**src/rtl/mymem_pkg.sv**
```systemverilog
// Shared definitions for the scratch-memory command sequencer: default
// geometry, command opcodes and the sequencer state encoding.
package mymem_pkg;

  localparam int MYMEM_ADDR_W = 10;
  localparam int MYMEM_DATA_W = 64;
  localparam int MYMEM_LEN_W  = MYMEM_ADDR_W + 1;
  localparam int MYMEM_DEPTH  = 2 ** MYMEM_ADDR_W;

  typedef enum logic [1:0] {
    OP_WRITE = 2'd0,
    OP_READ  = 2'd1,
    OP_SUM   = 2'd2,
    OP_FILL  = 2'd3
  } op_e;

  // RD_ISSUE is kept in the encoding for compatibility; single reads run
  // through ISSUE with an effective length of one.
  typedef enum logic [2:0] {
    IDLE,
    WR,
    RD_ISSUE,
    ISSUE,
    DRAIN,
    FILL,
    RESP
  } state_e;

endpackage

```
**src/rtl/mymem_cmd_ctrl.sv**
```systemverilog
// Command sequencer in front of the on-chip scratch memory. Takes one
// command at a time from the accelerator core, drives the registered memory
// request port, folds read returns into an accumulator and hands back exactly
// one response per command.
module mymem_cmd_ctrl
  import mymem_pkg::*;
#(
  parameter int ADDR_W = MYMEM_ADDR_W,
  parameter int DATA_W = MYMEM_DATA_W,
  parameter int LEN_W  = MYMEM_LEN_W
) (
  input  logic              clock,
  input  logic              reset_n,
  input  logic              cmd_valid,
  output logic              cmd_ready,
  input  logic [1:0]        cmd_op,
  input  logic [ADDR_W-1:0] cmd_addr,
  input  logic [LEN_W-1:0]  cmd_len,
  input  logic [DATA_W-1:0] cmd_data,
  output logic              resp_valid,
  input  logic              resp_ready,
  output logic [DATA_W-1:0] resp_data,
  output logic              busy,
  output logic              mem_rqvalid,
  output logic              mem_wren,
  output logic [ADDR_W-1:0] mem_addr,
  output logic [DATA_W-1:0] mem_wrdata,
  input  logic              mem_rdvalid,
  input  logic [DATA_W-1:0] mem_rddata
);

  // Largest word count a single command can touch: the whole memory once.
  localparam logic [LEN_W-1:0] MAX_LEN = LEN_W'(2 ** ADDR_W);

  state_e             state;
  logic [LEN_W-1:0]   len_eff;
  logic [LEN_W-1:0]   issue_cnt;
  logic [LEN_W-1:0]   rcv_cnt;
  logic [DATA_W-1:0]  acc;

  logic [LEN_W-1:0]   len_clamp;
  logic [DATA_W-1:0]  acc_next;
  logic [LEN_W-1:0]   rcv_next;

  assign len_clamp = (cmd_len > MAX_LEN) ? MAX_LEN : cmd_len;
  assign acc_next  = acc + mem_rddata;
  assign rcv_next  = rcv_cnt + LEN_W'(1);

  // Sequencer FSM: every output, memory port included, is registered here.
  always_ff @(posedge clock or negedge reset_n) begin
    if (!reset_n) begin
      state       <= IDLE;
      cmd_ready   <= 1'b1;
      resp_valid  <= 1'b0;
      resp_data   <= '0;
      busy        <= 1'b0;
      mem_rqvalid <= 1'b0;
      mem_wren    <= 1'b0;
      mem_addr    <= '0;
      mem_wrdata  <= '0;
      len_eff     <= '0;
      issue_cnt   <= '0;
      rcv_cnt     <= '0;
      acc         <= '0;
    end else begin
      case (state)
        IDLE: begin
          if (cmd_valid && cmd_ready) begin
            cmd_ready  <= 1'b0;
            busy       <= 1'b1;
            acc        <= '0;
            rcv_cnt    <= '0;
            issue_cnt  <= LEN_W'(1);
            mem_addr   <= cmd_addr;
            mem_wrdata <= cmd_data;
            len_eff    <= len_clamp;
            case (op_e'(cmd_op))
              OP_WRITE: begin
                mem_wren <= 1'b1;
                state    <= WR;
              end
              OP_READ: begin
                len_eff     <= LEN_W'(1);
                mem_rqvalid <= 1'b1;
                state       <= ISSUE;
              end
              OP_SUM: begin
                if (len_clamp == '0) begin
                  resp_data  <= '0;
                  resp_valid <= 1'b1;
                  state      <= RESP;
                end else begin
                  mem_rqvalid <= 1'b1;
                  state       <= ISSUE;
                end
              end
              default: begin
                if (len_clamp == '0) begin
                  resp_data  <= '0;
                  resp_valid <= 1'b1;
                  state      <= RESP;
                end else begin
                  mem_wren <= 1'b1;
                  state    <= FILL;
                end
              end
            endcase
          end
        end

        WR: begin
          mem_wren   <= 1'b0;
          resp_data  <= DATA_W'(1);
          resp_valid <= 1'b1;
          state      <= RESP;
        end

        ISSUE: begin
          if (mem_rdvalid) begin
            acc     <= acc_next;
            rcv_cnt <= rcv_next;
          end
          if (issue_cnt == len_eff) begin
            mem_rqvalid <= 1'b0;
            state       <= DRAIN;
          end else begin
            mem_addr  <= mem_addr + ADDR_W'(1);
            issue_cnt <= issue_cnt + LEN_W'(1);
          end
        end

        DRAIN: begin
          if (mem_rdvalid) begin
            acc     <= acc_next;
            rcv_cnt <= rcv_next;
            if (rcv_next == len_eff) begin
              resp_data  <= acc_next;
              resp_valid <= 1'b1;
              state      <= RESP;
            end
          end
        end

        FILL: begin
          if (issue_cnt == len_eff) begin
            mem_wren   <= 1'b0;
            resp_data  <= DATA_W'(len_eff);
            resp_valid <= 1'b1;
            state      <= RESP;
          end else begin
            mem_addr  <= mem_addr + ADDR_W'(1);
            issue_cnt <= issue_cnt + LEN_W'(1);
          end
        end

        RESP: begin
          if (resp_ready) begin
            resp_valid <= 1'b0;
            cmd_ready  <= 1'b1;
            busy       <= 1'b0;
            state      <= IDLE;
          end
        end

        default: begin
          mem_rqvalid <= 1'b0;
          mem_wren    <= 1'b0;
          resp_valid  <= 1'b0;
          cmd_ready   <= 1'b1;
          busy        <= 1'b0;
          state       <= IDLE;
        end
      endcase
    end
  end

endmodule

```
**config.mk**
```make
export PLATFORM = sky130hd
export DESIGN_NAME = mymem_cmd_ctrl
export DESIGN_NICKNAME = d
export VERILOG_FILES = /design/src/rtl/mymem_pkg.sv /design/src/rtl/mymem_cmd_ctrl.sv
export SDC_FILE = /design/constraint.sdc
export NUM_CORES = 1
export LEC_CHECK = 0
export CORE_ASPECT_RATIO = 1.4
export CORE_MARGIN = 5
export CORE_UTILIZATION = 40
export CTS_CLUSTER_DIAMETER = 200
export CTS_CLUSTER_SIZE = 8
export DETAILED_ROUTE_END_ITERATION = 6
export PLACE_DENSITY = 0.77
export SYNTH_ARGS = -nofsm -noshare
export SYNTH_HDL_FRONTEND = slang
export SYNTH_SLANG_ARGS = --single-unit
```
**constraint.sdc**
```tcl
create_clock -name clock -period 3.3 [get_ports clock]
set_input_delay 0.66 -clock clock [delete_from_list [all_inputs] [get_ports clock]]
set_output_delay 0.66 -clock clock [all_outputs]
set_load 0.02 [all_outputs]
```
==> impl_metrics.tcl, run 1 <==
set metrics [dict create \
    layout_setup_ws_ps 80.55 \
    fillCellCount 2963 \
    synth_top_family_by_area "simple AND/OR/NAND/NOR gates" \
    htreeDepth 2 \
    met1_usage 0.2792 \
    wire_per_inst_um 19.47 \
    slew_headroom 0.4068 \
    finish.utilization 0.5861 \
    cp_slowest_cell "clkdlybuf4s50_1" \
    skew_ps 30.54 \
    core_area_um2 34960 \
    max_stage_delay_ps 440 \
    use_met2 0.4489 \
    yosysWarnings 0 \
    first_iter_violations 1048 \
    worstPathArrival_ps 3640 \
    yosys.cell_types.count 72 \
    p_leak_nw 9.605 \
    grt_busiest_layer "met2" \
    gr-total-overflow 0 \
    finalSetupViolations 0 \
    synth_edf_count 0 \
    grt_first_pass_wirelength_um 79110 \
    worstMarginPinSlew_ps 886.5 \
    status "finished, final reports clean" \
    fin_crit_sh 0.9756 \
    nets 2360 \
    ys_async_sr_fraction 1.000 \
    ir_worst_vdd_v 0.0006053 \
    cts_tree "done" \
    clk_pin_slew_ps 50 \
    die_w_um 169.1 \
    cp-end-kind "flip-flop" \
    gp_congestion 0.9378 \
    grt_util_met3 0.05829 \
    syn_area_um2 14180 \
    max_freq_mhz 310.6 \
    grt_usage 0.2494 \
    crit_buf_inv 4 \
    start_kind "input port" \
    clockBufferDepth 3 \
    io_buffers 298 \
    ys_ff_latch 243 \
    first_pass_iters 5 \
    crit_chain "clkdlybuf4s50_1, ha_1, nand3b_1, a21oi_2, o2111ai_2, a311oi_1, buf_4, and3_4, o21ai_1, buf_4, a2111oi_4, nor4_1, buf_4, o31ai_4" \
    first_global_vias 14954 \
    cp_common_cell "buf_4" \
    path_max_fanout 5 \
    syn_area_per_cell_um2 8.487 \
    synthSimpleGateAreaFrac 0.2095 \
    drc 0 \
    power_density_nw_per_um2 960.1 \
    synthFlopType "dfrtp_1" \
    synth-compound-area-share 0.2006 \
    synth_fa_ha_area_frac 0.06317 \
    final-seq-area_um2 6082 \
    dp_slack_ps -767.4 \
    synthCells 1671 \
    yosys.area_share.xor_xnor 0.05620 \
    hold_viol_final 0 \
    multi_input_area_um2 7938 \
    die_height_um 232.8 \
    hold_class "input port to async pin" \
    antenna_found_initial 1 \
    via_count 14611 \
    clk_latency_ps 540 \
    drt-total-wl_um 50570 \
    cts-root-buf "clkbuf_16" \
    area_growth_pct 44.50 \
    viasPerCell 5.626 \
    die_area_um2 39370 \
    drv_slew 0 \
    synth.area.mux_share 0.006000 \
    drtAntennaViolNets 0 \
    grt_max_degree 128 \
    fin_crit_ps 3219 \
    worstSetupPathType "input port to flip-flop" \
    place_hpwl_um 37620 \
    num_rows 81 \
    cts_buffers 36 \
    ys_seq_area_frac 0.4289 \
    drive_above_1_share 0.1537 \
    cp.required_ps 3720 \
    start_util 0.4056 \
    cts.sinks 243 \
    cp_top_family "compound AO/OA/AOI/OAI gates" \
    cap_viol_max_count 0 \
    syn-num-nets 1898 \
    io_pins 299 \
]
==> flip-flops by register name (all words and copies together) (netlist names) <==
name         count
state            3
mem_rqvalid      1
mem_wrdata      64
mem_addr        10
acc             64
busy             1
mem_wren         1
len_eff         11
rcv_cnt         11
resp_valid       1
issue_cnt       11
cmd_ready        1
resp_data       64
==> layer usage <==
metal / share of wire / routed length (µm)
met2: 0.50 / 25350
met3: 0.086 / 4335
met5: 0 / 0
met4: 0.048 / 2440
met1: 0.36 / 18440
==> where the power goes <==
| part | total (mW) | switching [mW] | internal (mW) |
|---|---|---|---|
| Sequential | 5.25 | 1.03 | 4.22 |
| Clock | 3.34 | 1.35 | 1.99 |
| Combinational | 11.1 | 6.09 | 5.00 |
==> worst paths after layout <==
check	depth (start not counted)	start	slack (ps)	end
max in group asynchronous	2	reset_n	2410	rcv_cnt[4]
worst max register to register	14	acc[3]	120	resp_data[57]
worst min-delay path	1	reset_n	80	acc[31]
worst max-delay path	14	mem_rddata[2]	80	resp_data[57]
worst min register to register	2	mem_wrdata[8]	470	mem_wrdata[8]
min in group clock	2	mem_wrdata[8]	470	mem_wrdata[8]
==> metrics by stage <==
step / hold WS (ps) / power [mW] / TNS, ps / cells / instance area (µm²)
finish: 83.65 / 19.68 / 0 / 2597 / 20490
global placement: 456.5 / 15.66 / -39840 / 2547 / 19170
floorplan: 364.4 / 10.71 / 0 / 1671 / 14180
CTS: 110.6 / 19.47 / 0 / 2593 / 20220
global route: 125.8 / 20.89 / -57.76 / 2596 / 20490
detailed placement: 461.8 / 15.95 / -47990 / 2547 / 19170
==> cells in the mapped netlist (9+ instances only) <==
cell type / count / area [µm²]
xor2_1: 46 / 402.9
a21oi_1: 105 / 525.5
dfrtp_1: 242 / 6056
o21bai_1: 16 / 120.1
nand4_1: 22 / 137.6
nand2_1: 361 / 1355
nor3_1: 17 / 85.08
nor4_1: 12 / 75.07
clkbuf_1: 78 / 292.8
o21ai_0: 138 / 690.7
inv_1: 26 / 97.59
a211oi_1: 12 / 90.09
o31ai_1: 45 / 337.8
xnor2_1: 45 / 394.1
a31oi_1: 16 / 100.1
ha_1: 70 / 875.8
o21ai_1: 16 / 80.08
nor2_1: 90 / 337.8
nand3_1: 101 / 505.5
a21o_1: 43 / 322.8
buf_1: 9 / 33.78
buf_2: 13 / 65.06
and3_1: 19 / 118.9
==> logic make-up (layout without fill, tap and decap cells) <==
logic type | count (synthesis) | after routing
and+or+nand+nor | 671 | 671
AOI/OAI and AO/OA | 459 | 459
DFF | 243 | 243
buffers and inverters | 128 | 597
xor gates and xnor gates | 91 | 91
adders and majority gates | 71 | 71
muxes | 8 | 8
other | 0 | 1
==> final cells by class <==
type / instances / share of cell area
multi-input cells: 1300 / 0.3873
flip-flops and latches: 243 / 0.2968
repair buffers: 526 / 0.2358
clock buffers: 42 / 0.04610
well taps: 456 / 0.02784
inverters: 26 / 0.004762
clock inverters: 3 / 0.001221
diodes: 1 / 0.0001221
==> placed cells by master (no fill, tap or decap), drive strengths merged, types with 8 or more instances in the layout <==
cell type / Yosys / routed
nand2: 362 / 362
buf: 24 / 229
and2: 9 / 9
nand2b: 8 / 8
clkdlybuf4s50: 0 / 286
o21ai: 155 / 155
nand4: 22 / 22
a22o: 8 / 8
clkbuf: 78 / 42
o21a: 8 / 8
xnor2: 45 / 45
dfrtp: 242 / 242
a31oi: 16 / 16
nor4: 13 / 13
o21bai: 16 / 16
nand3: 102 / 102
a211oi: 12 / 12
nor3: 19 / 19
o31ai: 47 / 47
a21o: 43 / 43
xor2: 46 / 46
and3: 19 / 19
ha: 70 / 70
nor2: 90 / 90
inv: 26 / 28
a21oi: 105 / 105
==> repair_timing <==
item,in CTS,in global routing
setup endpoints to repair,54,78
hold buffers,0,0
setup buffers,1,3
resized for setup,22,43
endpoints found under the hold margin,0,0
pin swaps,7,21
No activity file was read; power rests on OpenSTA's default activity.
==> run 2: changes to the inputs <==
- clock period: 3.3 -> 3.2 ns (I/O delays scaled with it)
==> impl_metrics.tcl, run 2 (synthesis results as in run 1) <==
set metrics [dict create \
    io_buffers 298 \
    final_cell_mix "360 x nand2_1, 290 x clkdlybuf4s50_1, 243 x buf_4" \
    seq_power_share 0.263 \
    hold_class "input port to async pin" \
    path_max_fanout 4 \
    diodes 0 \
    p_comb_frac 0.568 \
    worstReg2RegStart "rcv_cnt[1]" \
    p_int_mw 11.69 \
    p_switching_mw 8.723 \
    grt_max_degree 120 \
    cap_viol_max_count 0 \
    cts.sinks 243 \
    cp-end-kind "flip-flop" \
    cts_tree "done" \
    fin_setup_tns_ps 0 \
    ir_worst_vdd_v 0.0006461 \
    worstMarginPinSlew_ps 1107 \
    fin_crit_ps 3184 \
    viasPerCell 5.519 \
    cts_buffers 36 \
    place_hpwl_um 37700 \
    rsz0062_at_grt "yes" \
    die_height_um 232.8 \
    area_growth_pct 46.15 \
    num_rows 81 \
    nets 2387 \
    clockBufferDepth 3 \
    hold_slack_ps 36.57 \
    grt_first_pass_wirelength_um 79810 \
    gp_congestion 0.9507 \
    max_freq_mhz 314.1 \
    clk_pin_slew_ps 70 \
    finalSetupViolations 0 \
    top_layer "met5" \
    status "finished, final reports clean" \
    drv_slew 0 \
    power_density_nw_per_um2 984.9 \
    p_leak_nw 9.744 \
    drive_above_1_share 0.1712 \
    skew_ps 23.32 \
    drt-total-wl_um 50660 \
    crit_start "mem_rddata[30]" \
    worstSetupPathType "input port to flip-flop" \
    hold_viol_final 0 \
    first_global_vias 15424 \
    drtAntennaViolNets 0 \
    cp.required_ps 3560 \
    final_common_cell "nand2_1" \
    grt_usage 0.2503 \
    p_clk_frac 0.168 \
    start_kind "input port" \
    met1_length_um 18770 \
    die_w_um 169.1 \
    r2r_slack_ps 80 \
    wire_per_inst_um 19.32 \
    worstPathArrival_ps 3550 \
    core_area_um2 34960 \
    slew_headroom 0.2592 \
    met3_length_um 4100 \
    cts-root-buf "clkbuf_16" \
    antenna_found_initial 1 \
    io_pins 299 \
    die_area_um2 39370 \
    top_regs "acc (64), mem_wrdata (64), resp_data (64)" \
    drc 0 \
    via_count 14477 \
    start_util 0.4056 \
    gr-total-overflow 0 \
    fin_crit_sh 0.9950 \
    wl_met2_um 25480 \
    first_iter_violations 1025 \
    first_pass_iters 5 \
    htreeDepth 2 \
    clk_latency_ps 530 \
    netSwitchingFraction 0.4274 \
]
## run 2: what timing repair did
| item | 4_1_cts | 5_1_grt |
|---|---|---|
| gates cloned | 0 | 0 |
| gates resized for setup | 22 | 58 |
| setup buffers | 2 | 10 |
| pin swaps | 9 | 30 |
| hold buffers | 0 | 0 |
| setup endpoints to repair | 34 | 78 |
## run 2: per-stage QoR
| stage | util | area (µm²) | power (mW) | setup WS (ps) | cells |
|---|---|---|---|---|---|
| after floorplan | - | 14180 | 11.04 | 17.28 | 1671 |
| after global placement | 0.5519 | 19300 | 16.24 | -777.7 | 2566 |
| after detailed placement | 0.5519 | 19300 | 16.52 | -871.2 | 2566 |
| after CTS | 0.5830 | 20380 | 20.15 | 1.515 | 2613 |
| after global routing | 0.5928 | 20730 | 21.69 | -75.49 | 2623 |
| final | 0.5928 | 20730 | 20.41 | 15.92 | 2623 |
## run 2: final cells by class
type / instances / area, µm²
multi-input combinational: 1300 / 7974
timing repair buffer: 553 / 5031
fill: 2974 / 14240
clock buffer: 42 / 944.7
inverter: 26 / 97.59
tap: 456 / 570.5
clock inverter: 3 / 25.02
sequential: 243 / 6083
## run 2: metal layers
metal,vias up,track usage
li1,6861,-
met1,6871,0.2738
met2,611,0.4551
met3,132,0.06101
met4,2,0.1118
met5,-,0
## run 2: power groups by stage
stage	Clock, mW	Sequential, mW	Combinational, mW
floorplan	0	6.12	4.93
global placement	0	5.31	10.9
detailed placement	0	5.37	11.2
CTS	3.49	5.35	11.3
global route	3.60	5.54	12.5
finish	3.44	5.37	11.6
## run 2: critical path: stages
cell	delay, ps
clkdlybuf4s50_1	420
ha_1	310
a21oi_1	220
o21bai_1	120
a21oi_2	190
o21ai_0	120
a21o_1	190
a221o_1	390
o21ai_4	260
buf_6	150
a211oi_2	70
nor3_1	340
o31ai_1	110
## run 2: path summary, 6_finish.rpt
check,end,depth (start not counted)
max,acc[53],13
min,acc[22],1
max reg2reg,resp_data[57],11
min reg2reg,mem_wrdata[58],2
max in group asynchronous,mem_wrdata[38],2
min in group clock,mem_wrdata[58],2
